**src/rtl/drum_pkg.sv**
```systemverilog
// drum_pkg: FSM state encoding, grade codes and default geometry shared by drum_pad_judge
package drum_pkg;
  typedef enum logic [1:0] {IDLE = 2'd0, PLAY = 2'd1, OVER = 2'd2} state_t;
  localparam logic [1:0] GRADE_NONE    = 2'b00;
  localparam logic [1:0] GRADE_GOOD    = 2'b01;
  localparam logic [1:0] GRADE_PERFECT = 2'b10;
  localparam int POS_W_DEF = 10;
  localparam int HIT_Y_DEF = 384;
endpackage

```
**src/rtl/pad_debounce.sv**
```systemverilog
// pad_debounce: 2-flop synchroniser, debounce counter, accepted level and registered press pulse for one pad
//   clk     : system clock
//   reset   : synchronous active-high reset
//   i_pad   : raw asynchronous pad level, 1 = pressed
//   o_press : 1-cycle pulse per accepted 0->1 transition of the debounced level
module pad_debounce #(
  parameter int DEB_CYCLES = 250000
) (
  input  logic clk,
  input  logic reset,
  input  logic i_pad,
  output logic o_press
);
  localparam int CW = $clog2(DEB_CYCLES + 1);
  localparam logic [CW-1:0] LAST = CW'(DEB_CYCLES - 1);
  logic r_s0, r_s1, r_stable, r_stable_d, r_press;
  logic [CW-1:0] r_cnt;
  always_ff @(posedge clk) begin
    if (reset) begin
      r_s0       <= 1'b0;
      r_s1       <= 1'b0;
      r_stable   <= 1'b0;
      r_stable_d <= 1'b0;
      r_press    <= 1'b0;
      r_cnt      <= '0;
    end else begin
      r_s0       <= i_pad;
      r_s1       <= r_s0;
      r_stable_d <= r_stable;
      r_press    <= r_stable & ~r_stable_d;
      if (r_s1 == r_stable) r_cnt <= '0;
      else if (r_cnt == LAST) begin
        r_stable <= r_s1;
        r_cnt    <= '0;
      end else r_cnt <= r_cnt + CW'(1);
    end
  end
  assign o_press = r_press;
endmodule

```
**src/rtl/drum_pad_judge.sv**
```systemverilog
// drum_pad_judge: debounces the drum pads and judges each press against its lane's falling note
//   clk, reset : system clock, synchronous active-high reset
//   enable     : game running
//   boton      : raw pad inputs, 1 = pressed
//   nota_y     : lane i note Y at [i*POS_W +: POS_W]
//   nota_val   : lane i has a note on screen
//   hit_mask   : 1-cycle pulse per lane judged hit
//   miss_mask  : 1-cycle pulse per lane judged miss
//   combo      : consecutive hits, saturating at 255
//   perdio     : game over, held until reset
//   grade      : grade of the lowest-index hit this cycle
//   Optional grading is built only when DRUM_PAD_GRADE_EN is defined; otherwise grade is tied to 0.
module drum_pad_judge
  import drum_pkg::*;
#(
  parameter int N_LANES    = 5,
  parameter int POS_W      = POS_W_DEF,
  parameter int HIT_Y      = HIT_Y_DEF,
  parameter int WINDOW     = 16,
  parameter int DEB_CYCLES = 250000,
  parameter int MAX_MISS   = 8
) (
  input  logic                     clk,
  input  logic                     reset,
  input  logic                     enable,
  input  logic [N_LANES-1:0]       boton,
  input  logic [N_LANES*POS_W-1:0] nota_y,
  input  logic [N_LANES-1:0]       nota_val,
  output logic [N_LANES-1:0]       hit_mask,
  output logic [N_LANES-1:0]       miss_mask,
  output logic [7:0]               combo,
  output logic                     perdio,
  output logic [1:0]               grade
);
  localparam int MW = $clog2(MAX_MISS + 1);
  localparam logic [POS_W:0] Y_HIT = (POS_W+1)'(HIT_Y);
  localparam logic [POS_W:0] Y_LO  = (POS_W+1)'(HIT_Y - WINDOW);
  localparam logic [POS_W:0] Y_HI  = (POS_W+1)'(HIT_Y + WINDOW);
  localparam logic [POS_W:0] WIN   = (POS_W+1)'(WINDOW);
  localparam logic [MW-1:0] MISS_END = MW'(MAX_MISS);
  state_t r_state, w_state_nx;
  logic [N_LANES-1:0] w_press, w_hit, w_miss, w_pass, w_rearm, r_armed, r_hit, r_miss;
  logic [POS_W:0] w_y [N_LANES];
  logic [POS_W:0] w_d [N_LANES];
  logic [7:0] r_combo;
  logic [MW-1:0] r_miss_run, w_miss_run_nx;
  logic r_perdio, w_play, w_any_hit, w_any_miss;
  assign w_play = (r_state == PLAY);
  for (genvar i = 0; i < N_LANES; i++) begin : g_lane
    pad_debounce #(.DEB_CYCLES(DEB_CYCLES)) u_deb (
      .clk    (clk),
      .reset  (reset),
      .i_pad  (boton[i]),
      .o_press(w_press[i])
    );
    // one extra bit so the distance and the window bounds never wrap
    assign w_y[i]     = {1'b0, nota_y[i*POS_W +: POS_W]};
    assign w_d[i]     = (w_y[i] >= Y_HIT) ? w_y[i] - Y_HIT : Y_HIT - w_y[i];
    assign w_hit[i]   = w_play & w_press[i] & nota_val[i] & (w_d[i] <= WIN) & r_armed[i];
    assign w_pass[i]  = nota_val[i] & r_armed[i] & (w_y[i] > Y_HI);
    // a press is always judged, so a pass-through miss only counts when the lane is not pressed
    assign w_miss[i]  = w_play & (w_press[i] ? ~w_hit[i] : w_pass[i]);
    assign w_rearm[i] = ~nota_val[i] | (w_y[i] < Y_LO);
  end
  assign w_any_hit     = |w_hit;
  assign w_any_miss    = |w_miss;
  assign w_miss_run_nx = w_any_miss ? r_miss_run + MW'(1) : w_any_hit ? '0 : r_miss_run;
  always_comb begin
    w_state_nx = r_state;
    case (r_state)
      IDLE:    w_state_nx = enable ? PLAY : IDLE;
      PLAY:    w_state_nx = (w_miss_run_nx == MISS_END) ? OVER : enable ? PLAY : IDLE;
      default: w_state_nx = r_state;
    endcase
  end
  always_ff @(posedge clk) begin
    if (reset) begin
      r_state    <= IDLE;
      r_armed    <= '1;
      r_hit      <= '0;
      r_miss     <= '0;
      r_combo    <= '0;
      r_miss_run <= '0;
      r_perdio   <= 1'b0;
    end else begin
      r_state    <= w_state_nx;
      // disarm on a judged hit or on a note sliding past the band; a new note entering re-arms
      r_armed    <= (r_armed & ~(w_hit | ({N_LANES{w_play}} & w_pass))) | w_rearm;
      r_hit      <= w_hit;
      r_miss     <= w_miss;
      r_combo    <= w_any_miss ? '0 : (w_any_hit && r_combo != 8'hFF) ? r_combo + 8'd1 : r_combo;
      r_miss_run <= w_miss_run_nx;
      r_perdio   <= r_perdio | (w_miss_run_nx == MISS_END);
    end
  end
  assign hit_mask  = r_hit;
  assign miss_mask = r_miss;
  assign combo     = r_combo;
  assign perdio    = r_perdio;
`ifdef DRUM_PAD_GRADE_EN
  localparam logic [POS_W:0] WIN_P = (POS_W+1)'(WINDOW / 4);
  logic [1:0] r_grade, w_grade;
  always_comb begin
    w_grade = GRADE_NONE;
    for (int k = N_LANES - 1; k >= 0; k--)
      if (w_hit[k]) w_grade = (w_d[k] <= WIN_P) ? GRADE_PERFECT : GRADE_GOOD;
  end
  always_ff @(posedge clk) r_grade <= reset ? GRADE_NONE : w_grade;
  assign grade = r_grade;
`else
  assign grade = GRADE_NONE;
`endif
endmodule
```
**config.mk**
```make
export PLATFORM = sky130hd
export DESIGN_NAME = drum_pad_judge
export DESIGN_NICKNAME = d
export VERILOG_FILES = /design/src/rtl/drum_pkg.sv /design/src/rtl/pad_debounce.sv /design/src/rtl/drum_pad_judge.sv
export SDC_FILE = /design/constraint.sdc
export NUM_CORES = 1
export LEC_CHECK = 0
export ABC_CLOCK_PERIOD_IN_PS = 7400
export BUFFER_PORTS_ARGS = -buffer_cell sky130_fd_sc_hd__buf_2
export CELL_PAD_IN_SITES_DETAIL_PLACEMENT = 0
export CELL_PAD_IN_SITES_GLOBAL_PLACEMENT = 1
export CORE_MARGIN = 10
export CORE_UTILIZATION = 35
export CTS_BUF_LIST = sky130_fd_sc_hd__clkbuf_8
export CTS_CLUSTER_SIZE = 12
export DETAILED_ROUTE_END_ITERATION = 8
export GPL_ROUTABILITY_DRIVEN = 0
export GPL_TIMING_DRIVEN = 1
export PLACE_DENSITY_LB_ADDON = 0.1
export SETUP_SLACK_MARGIN = 0.2
export SYNTH_ARGS = -nofsm -noshare
export SYNTH_HDL_FRONTEND = slang
export SYNTH_SLANG_ARGS = --single-unit
```
**constraint.sdc**
```tcl
create_clock -name clk -period 7.4 [get_ports clk]
set_clock_uncertainty 0.1 [all_clocks]
set_input_delay 1.48 -clock clk [delete_from_list [all_inputs] [get_ports clk]]
set_output_delay 1.48 -clock clk [all_outputs]
set_load 0.05 [all_outputs]
```
---- Yosys cells after proc, flatten, opt, wreduce, memory -nomap -nowiden ----
Cells that the tools add are included.
word-level totals
  input bits .............................. 63
  logic and storage cells ................. 189
  output and inout bits ................... 21
  register bits ........................... 145
cells by class
  equal/unequal tests ..................... 13
  bitwise logic cells ..................... 71
  reduce and logical (&&, ||, !) cells .... 16
  muxes and demuxes ....................... 15
  magnitude comparators ................... 20
  add/subtract/negate cells ............... 17
operators with widths
  kind                                                            count
  adder 18 x 1 -> 18 bit, second input constant                   5
  == test 18 bit, second input constant                           5
  <= comparator 11 x 5 -> 1 bit, second input constant            5
  two-way mux 11 bit                                              5
  subtractor 10 x 9 -> 11 bit, second input constant              5
  subtractor 9 x 10 -> 11 bit, first input constant               5
  >= comparator 10 x 9 -> 1 bit, second input constant            5
  greater-than comparator 10 x 9 -> 1 bit, second input constant  5
  less-than comparator 10 x 9 -> 1 bit, second input constant     5
  AND 1 bit                                                       40
  inverter 1 bit                                                  20
  OR reduction 3 bit                                              5
  AND 5 bit                                                       2
  bitwise OR 5 bit                                                2
  AND reduction 2 bit                                             5
  OR reduction 5 bit                                              2
  adder 8 x 1 -> 8 bit, second input constant                     1
  two-way mux 4 bit                                               2
  != test 8 bit, second input constant                            1
  two-way mux 1 bit                                               6
  bitwise OR 1 bit                                                6
  OR reduction 6 bit                                              1
  == test 1 bit                                                   5
  inverter 5 bit                                                  1
  other kinds (8)                                                 8

---- Longest topological paths before layout ----
Gate-level depths: netlist of the first run.
  depth in word-level cells ............... 13
  gate-level depth with buffers ........... 12
  gate-level depth less buffers ........... 10

---- Hierarchy ----
Synthesis of the first run repeated with hierarchy kept, for this count alone.
unflattened totals
  cell total of the unflattened synthesis .. 837
  area, all modules ....................... 7282.0 µm²
by module, submodules not included
  module          cells an instance  times used  seq. area each (µm²)  area an instance (µm²)
  pad_debounce    106                5           460.4                 989.7
  drum_pad_judge  307                1           600.6                 2333.5

---- Worst setup path before layout of the first run ----
OpenSTA, ideal clock, no wires.
  path kind ............................... input to register
  start point ............................. input nota_y[10]
  end point ............................... register r_combo[5], in the netlist combo[5]
  setup time .............................. 123 ps
  arrival time ............................ 3851 ps
  cell stages on the path ................. 8
  path slack .............................. 3326 ps
  buffers on the path ..................... 1
  required time ........................... 7177 ps
  cells stage by stage .................... or4_4 o21ai_0 mux2_2 or4_1 buf_6 a21oi_4 nand4_1 mux2_1
between the ends
  longest elaborated chain between the ends .. 9
  elaborated cells between the ends (all ways) .. 15
  those cells by class .................... add/sub (2); order compare (3); mux (2); bitwise (5); reduce/logical (3)
RTL lines
  element                                              RTL line              text
  from (decl)                                          drum_pad_judge.sv:27  input logic [N_LANES*POS_W-1:0] nota_y,
  subtractor 9 x 10 -> 11 bit (tied with other cells)  drum_pad_judge.sv:58  assign w_d[i] = (w_y[i] >= Y_HIT) ? w_y[i] - Y_HIT : Y_HIT - w_y[i];
  two-way mux 11 bit                                   drum_pad_judge.sv:58
  <= comparator 11 x 5 -> 1 bit                        drum_pad_judge.sv:59  assign w_hit[i] = w_play & w_press[i] & nota_val[i] & (w_d[i] <= WIN) & r_armed[i];
  AND 1 bit (2 in a row)                               drum_pad_judge.sv:59
  inverter 1 bit                                       drum_pad_judge.sv:62  assign w_miss[i] = w_play & (w_press[i] ? ~w_hit[i] : w_pass[i]);
  two-way mux 1 bit                                    drum_pad_judge.sv:62
  AND 1 bit                                            drum_pad_judge.sv:62
  OR reduction 6 bit (no source line)                  n/a
  to (signal assigned)                                 drum_pad_judge.sv:91  r_combo <= w_any_miss ? '0 : (w_any_hit && r_combo != 8'hFF) ? r_combo + 8'd1 : r_combo;
  to (decl)                                            drum_pad_judge.sv:45  logic [7:0] r_combo;
Parallel ways exist; a longest one is shown, timed or not.
A chain may end at the register's enable or synchronous reset.

---- Worst setup path in the final report of the first run ----
  start point ............................. input nota_y[7]
  end point ............................... register r_state[0]
between the ends
  longest elaborated chain between the ends .. 13
  elaborated cells between the ends (all ways) .. 19
  those cells by class .................... add/sub (2); order compare (3); eq/ne (1); mux (6); bitwise (5); reduce/logical (2)
RTL lines
  element                                              RTL line              text
  subtractor 9 x 10 -> 11 bit (tied with other cells)  drum_pad_judge.sv:58
  two-way mux 11 bit                                   drum_pad_judge.sv:58
  <= comparator 11 x 5 -> 1 bit                        drum_pad_judge.sv:59
  AND 1 bit (2 in a row)                               drum_pad_judge.sv:59
  inverter 1 bit                                       drum_pad_judge.sv:62
  two-way mux 1 bit                                    drum_pad_judge.sv:62
  AND 1 bit                                            drum_pad_judge.sv:62
  OR reduction 5 bit                                   drum_pad_judge.sv:66  assign w_any_miss = |w_miss;
  two-way mux 4 bit *                                  drum_pad_judge.sv:67  assign w_miss_run_nx = w_any_miss ? r_miss_run + MW'(1) : w_any_hit ? '0 : r_miss_run;
  == test 4 bit *                                      drum_pad_judge.sv:72  PLAY: w_state_nx = (w_miss_run_nx == MISS_END) ? OVER : enable ? PLAY : IDLE;
  two-way mux 2 bit *                                  drum_pad_judge.sv:72
  case mux 2 bit (2 select lines) *                    drum_pad_judge.sv:70  case (r_state)
  to (signal assigned)                                 drum_pad_judge.sv:86  r_state <= w_state_nx;
  to (decl)                                            drum_pad_judge.sv:41  state_t r_state, w_state_nx;
Every way passes the cells marked *; elsewhere a longest branch is shown, timed or not.

==> results.ini, run 1 <==
[layout]
drive_gt1_share_pct = 14.4
n_antenna_cell = 0
finalNetCount = 932
stdcell_count = 1124
fin_util_pct = 41.5
area_growth_pct = 15.6
final_area_um2 = 7820

[sta]
post-route-min-period_ns = 4.18
max_slew.worst_pin.slew_ns = 0.778
slew_viol_final = 0
rsz0062_at_grt = false
setup_tns_ns = 0
max_freq_mhz = 239
post-route-period-util_pct = 56.5
hold_violations = 0
setup_viol = 0
slew_headroom_pct = 48.1

[global_routing]
grt_pass1_wl_um = 25300
grt_pass1_vias = 5240
antenna_found_initial = 0
grt_overflow = 0
grt.total_usage_pct = 11.7
grt_start_max_net_pins = 41

[critical_path]
cp-end-kind = register
startpoint_type = primary input
r2r_setup_slack_ns = 4.20
critPathArrivalTime_ns = 4.43
path_max_fanout = 12
path_class = in2reg
required_ns = 7.65

[power_and_ir_drop]
netSwitchingPower_uw = 365
power_switching_share_pct = 23.5
internal_power_uw = 1190
peakVddDrop_mv = 0.116
clkPwrFrac_pct = 43.2
power_leakage_uw = 0.00277
combPwrFrac_pct = 6.0
powerDensity_nw_per_um2 = 199
seqPwrFrac_pct = 50.9
power_uw = 1550

[die]
row_count = 50
start_util_pct = 35.9
die_width_um = 159
dieHeight_um = 159
core_area_um2 = 18800
dieArea_um2 = 25300
pin_count = 84

[place]
place_inst = 1093
place_area_um2 = 7390
hpwl_um = 11300
placement.io_buffers = 81

[clock_network]
cts_made_buffers = 17
cts_setup_buffers = 0
clock_sinks = 145
cts_resized = 0
clk_latency_ns = 0.44
clk_pin_slew_worst_paths_ns = 0.08
root_buffer = clkbuf_8
clockBufferDepth = 2
ctsHtreeMaxLevel = 4
cts-hold-fix-buffers = 0
cts_tree = done

[routing]
first_pass_iters = 4
routed_wirelength_um = 15200
drt_drc_violations_left = 0
via_per_inst = 4.97
wl_per_cell_um = 13.5
num_vias = 5585
drtAntennaViolNets = 0
drtIter0Drc = 262

[run_status]
outcome = complete, no violations

[yosys]
syn_inst = 774
yosysWarnings = 0
syn_area_per_cell_um2 = 8.74
ys_seq_area_share_pct = 42.9
ys_ff_latch = 145
async_reset_ff_share_pct = 0
synth_area_um2 = 6760
synth_cell_types = 63
synth_ff_type = dfxtp_1
synth_edf_count = 0

[flow_run]
maxCapViolCount = 0

[hold_path]
min-delay-path-class = reg2reg

stage by stage:
stage                     hold slack [ns]  setup slack [ns]
after floorplan                     0.267              3.33
after global placement              0.275              2.92
after detailed placement            0.272              2.81
after CTS                           0.274              3.30
after global routing                0.295              3.07
final                               0.275              3.22
routing by layer:
| metal | part of all wire, % | vias up | track usage (%) |
|---|---|---|---|
| met5 | 0 | - | 0 |
| met4 | 1.3 | 0 | 4.38 |
| met3 | 4.1 | 14 | 2.74 |
| li1 | - | 2869 | - |
| met2 | 44 | 119 | 17.5 |
| met1 | 51 | 2583 | 16.0 |
area by class of cell:
class | instances | area (µm²)
Tap cell | 260 | 325
Fill cell | 1910 | 11000
Clock buffer | 17 | 234
Timing Repair Buffer | 81 | 405
Clock inverter | 14 | 190
Multi-Input combinational cell | 571 | 3620
Sequential cell | 145 | 2900
Inverter | 36 | 135
state kept, by name (all words and copies together) (netlist names):
| name | flops |
|---|---|
| combo | 8 |
| r_state | 2 |
| g_lane.u_deb.r_s1 | 5 |
| hit_mask | 5 |
| r_miss_run | 4 |
| g_lane.u_deb.r_cnt | 90 |
| g_lane.u_deb.o_press | 5 |
| r_armed | 5 |
| g_lane.u_deb.r_stable_d | 5 |
| g_lane.u_deb.r_s0 | 5 |
| perdio | 1 |
| g_lane.u_deb.r_stable | 5 |
| miss_mask | 5 |
power by group through the flow:
stage / clock network [µW] / logic [µW] / registers [µW]
floorplan: 0 / 53.0 / 810
global placement: 0 / 89.1 / 808
detailed placement: 0 / 92.4 / 808
CTS: 696 / 92.8 / 790
global route: 729 / 103 / 791
finish: 670 / 92.4 / 790
path summary, 6_finish.rpt:
kind | start | endpoint | cells after the start
setup / recovery | nota_y[7] | r_state[0] | 11
hold / removal | g_lane[2].u_deb.r_stable_d | g_lane[2].u_deb.o_press | 1
setup reg to reg | r_state[0] | r_state[0] | 7
hold reg to reg | g_lane[2].u_deb.r_stable_d | g_lane[2].u_deb.o_press | 1
critical path: stages:
cell	delay, ns
buf_2	0.13
ha_1	0.20
inv_1	0.06
ha_1	0.18
nand2_1	0.09
or4_1	0.49
a2111o_1	0.45
a222oi_1	0.48
and3_1	0.47
o32ai_2	0.18
a211oi_1	0.24
Yosys cell counts (7+ instances only):
| library cell | count | share of area [%] |
|---|---|---|
| or3_1 | 13 | 1.2 |
| nand2_1 | 37 | 2.1 |
| o21ai_0 | 9 | 0.67 |
| a31oi_1 | 8 | 0.74 |
| o211ai_1 | 7 | 0.78 |
| nor2b_1 | 23 | 2.1 |
| inv_1 | 36 | 2.0 |
| xnor2_1 | 42 | 5.4 |
| a21oi_1 | 13 | 0.96 |
| nor3_1 | 10 | 0.74 |
| nor2_1 | 137 | 7.6 |
| clkbuf_1 | 12 | 0.67 |
| nor4b_1 | 10 | 1.3 |
| dfxtp_1 | 145 | 43 |
| buf_1 | 7 | 0.39 |
| mux2i_1 | 7 | 1.0 |
| nand4_1 | 31 | 2.9 |
| ha_1 | 17 | 3.1 |
| nor4_1 | 14 | 1.3 |
| xor2_1 | 45 | 5.8 |
| and3_1 | 18 | 1.7 |
| nand3_1 | 48 | 3.6 |
| nand2b_1 | 7 | 0.65 |
cell families (layout without fill, tap and decap cells):
logic type      after synthesis  count (layout)  share of synthesized area (%)
other cells                   1               2                         0.0555
buf+inv                      59             148                           3.55
fa+ha+maj                    17              17                           3.15
simple gates                377             377                           28.5
flops                       145             145                           42.9
xor+xnor                     87              87                           11.3
mux                           9               9                           1.37
compound gates               79              79                           9.14
placed cells by master (no fill, tap or decap), drive strengths merged, types with 9 or more instances in the layout:
| cell | instances |
|---|---|
| buf | 81 |
| nor4b | 10 |
| a21oi | 14 |
| nor4 | 14 |
| nor2b | 23 |
| inv | 40 |
| xor2 | 45 |
| xnor2 | 42 |
| ha | 17 |
| nand4 | 31 |
| nor3 | 10 |
| o21ai | 9 |
| nand2 | 37 |
| and3 | 18 |
| clkbuf | 17 |
| dfxtp | 145 |
| or3 | 13 |
| nor2 | 137 |
| nand3 | 48 |
Power figures use the tool's default switching activity.
==> inputs of run 2 (changes only) <==
- ABC_AREA: unset -> 1
- ABC_CLOCK_PERIOD_IN_PS: 7400 -> 4200
- clock period: 7.4 -> 4.2 ns (I/O delays scaled with it)
==> results.ini, run 2 <==
[run_status]
outcome = complete, no violations

[layout]
multi_input_area_um2 = 3470  ; -4.3%
regArea_um2 = 2900  ; unchanged
drive_gt1_share_pct = 13.8  ; -0.51 points
layout_commonest_cell = nand2_1
n_antenna_cell = 0  ; unchanged
final_cell_mix = nand2_1, nor2_1, dfxtp_1
final_area_um2 = 8080  ; +3.4%
largest_reg_flops = 90  ; unchanged
fillers = 2111  ; +11%
area_growth_pct = 15.9
stdcell_count = 1349  ; +20%
finalNetCount = 1151  ; +23%
regMostFlops = g_lane.u_deb.r_cnt

[die]
dieHeight_um = 161  ; +1.3%
pin_count = 84  ; unchanged
start_util_pct = 35.7  ; -0.20 points
core_area_um2 = 19500  ; +3.7%
dieArea_um2 = 26000  ; +2.7%
die_width_um = 161  ; +1.3%
row_count = 51  ; +2.0%

[clock_network]
cts-hold-fix-buffers = 0  ; unchanged
root_buffer = clkbuf_8
cts_made_buffers = 17  ; unchanged
clk_latency_ns = 0.45  ; about the same
clock_sinks = 145  ; unchanged
clockBufferDepth = 2  ; unchanged
cts_resized = 0  ; unchanged
cts_tree = done
cts_setup_buffers = 0  ; unchanged
clk_pin_slew_worst_paths_ns = 0.07  ; about the same
ctsHtreeMaxLevel = 4  ; unchanged

[sta]
worst_hold_slack_ns = 0.292  ; +0.0169 ns
setup_tns_ns = 0  ; unchanged
post-route-period-util_pct = 62.9
rsz0062_at_grt = false
slew_viol_final = 0  ; unchanged
max_freq_mhz = 379
slew_headroom_pct = 51.5  ; +3.4 points
setup_viol = 0  ; unchanged
post-route-min-period_ns = 2.64
hold_violations = 0  ; unchanged
max_slew.worst_pin.slew_ns = 0.726  ; -0.0525 ns

[critical_path]
path_max_fanout = 7  ; -5
slowest_delay_ns = 0.26  ; -0.23 ns
cp-end-kind = register
startpoint_type = primary input
required_ns = 4.41  ; -3.24 ns
cp_cell_sequence = buf_2, ha_1, inv_1, ha_1, inv_1, nor2_1, nand3_1, nand2_1, inv_1, nor2_2, nand3_2, nand2_2, nand2_2, nor2_4, nand2_4, nand2_1, nand2_1, nor2_2, nand4_1, nand2_1, a21oi_1
critPathSlowestCell = ha_1
crit_family = simple AND/OR/NAND/NOR gates
path_class = in2reg
critPathArrivalTime_ns = 2.85  ; -1.58 ns
critPathBufInv = 4  ; +2
cp_common_cell = nand2_1

[yosys]
synth_most_common_cell = nand2_1
ys_ff_latch = 145  ; unchanged
syn_area_per_cell_um2 = 7.11  ; -19%
synth_edf_count = 0  ; unchanged
synth_ff_type = dfxtp_1
synth_area_um2 = 6970  ; +3.1%
yosysWarnings = 0  ; unchanged
yosysTopAreaCell = dfxtp_1
syn_inst = 981  ; +27%
ys_seq_area_share_pct = 41.6  ; -1.3 points
netlist_top_cells_area = dfxtp_1, nand2_1, nor2_1, inv_1, nand3_1
async_reset_ff_share_pct = 0  ; unchanged
synthTopCellsByCount = nand2_1, nor2_1, dfxtp_1, inv_1, nand3_1
synth_cell_types = 42  ; -33%
synth_top_area_share_pct = 41.6  ; -1.3 points

[global_routing]
grt_start_max_net_pins = 42  ; +2.4%
grt_pass1_wl_um = 26600  ; +5.2%
grt_pass1_vias = 5748  ; +9.7%
antenna_found_initial = 0  ; unchanged
grt_overflow = 0  ; unchanged
grt.total_usage_pct = 12.0  ; +0.34 points

[routing]
via_per_inst = 4.52  ; -9.1%
drtIter0Drc = 272  ; +3.8%
num_vias = 6095  ; +9.1%
drt_drc_violations_left = 0  ; unchanged
drtAntennaViolNets = 0  ; unchanged
routed_wirelength_um = 15600  ; +2.6%
wl_per_cell_um = 11.6  ; -15%
first_pass_iters = 5  ; +1

[power_and_ir_drop]
power_leakage_uw = 0.00329  ; +19%
peakVddDrop_mv = 0.179  ; +55%
powerDensity_nw_per_um2 = 333  ; +68%

[flow_run]
maxCapViolCount = 0  ; unchanged

[place]
placement.io_buffers = 81  ; unchanged
hpwl_um = 12100  ; +7.3%
place_area_um2 = 7670  ; +3.8%
place_inst = 1317  ; +20%

[hold_path]
min-delay-path-class = reg2reg

[run 2: cell count changes in the layout (fill, tap and decap cells not counted), sizes merged, moves of 13 or more]
cell and delta:
nand2 +152, inv +106, nor3 +47, a21oi +38, xnor2 -38, nor2 +29
nor2b -23, xor2 -19, and3 -16, or3 -13
[run 2: worst reg2reg max path, cell delays in order, from the launching register on]
cell and delay, ns:
dfxtp_1 0.36, ha_1 0.17, nand2_1 0.07, inv_1 0.07
nand2_1 0.06, or2_2 0.29, nor3_1 0.18, nand2_1 0.13
nand3_1 0.51, o21bai_1 0.21, a21oi_1 0.05
[run 2: cell type report]
class	instances	share of cell area (%)
sequential	145	35.9
clock buffer	19	3.24
multi-input combinational	678	42.9
timing repair buffer	83	5.20
inverter	146	6.80
clock inverter	13	1.80
tap	265	4.10
[run 2: cell families (layout without fill, tap and decap cells)]
group / count (synthesis) / count (layout) / share of synthesized area, %
fa+ha+maj: 17 / 17 / 3.05
flops: 145 / 145 / 41.6
xor+xnor: 30 / 30 / 3.77
buf+inv: 159 / 261 / 8.69
simple gates: 532 / 532 / 34.7
other cells: 1 / 2 / 0.0538
compound gates: 97 / 97 / 8.11
[run 2: layer usage]
metal / wire length [µm] / track usage, % / up-vias / part of all wire [%]
li1: - / - / 3334 / -
met1: 8330 / 16.3 / 2639 / 53
met2: 6420 / 18.3 / 102 / 41
met3: 633 / 2.85 / 20 / 4.1
met4: 206 / 4.47 / 0 / 1.3
met5: 0 / 0 / - / 0
[run 2: per-stage QoR]
| stage | util (%) | total power, µW | setup slack [ns] |
|---|---|---|---|
| 6_report | 41.4 | 2690 | 1.56 |
| 5_1_grt | 41.4 | 2830 | 1.22 |
| 4_1_cts | 41.4 | 2740 | 1.56 |
| 3_5_place_dp | 39.3 | 1600 | 1.08 |
| 3_3_place_gp | 39.3 | 1600 | 1.12 |
| 2_1_floorplan | - | 1530 | 1.46 |
[run 2: report_power, final]
| part | leakage [µW] | internal [µW] | switching (µW) |
|---|---|---|---|
| Sequential | 0.00117 | 1380 | 6.11 |
| Clock | 0.000215 | 609 | 513 |
| Combinational | 0.00191 | 65.9 | 112 |
[run 2: final timing paths]
kind | slack, ns | start | cells past startpoint | end
max | 1.56 | nota_y[37] | 21 | r_state[0]
min | 0.29 | g_lane[4].u_deb.r_stable_d | 1 | g_lane[4].u_deb.o_press
max reg2reg | 1.90 | g_lane[3].u_deb.r_cnt[0] | 10 | g_lane[3].u_deb.r_cnt[10]
min reg2reg | 0.29 | g_lane[4].u_deb.r_stable_d | 1 | g_lane[4].u_deb.o_press
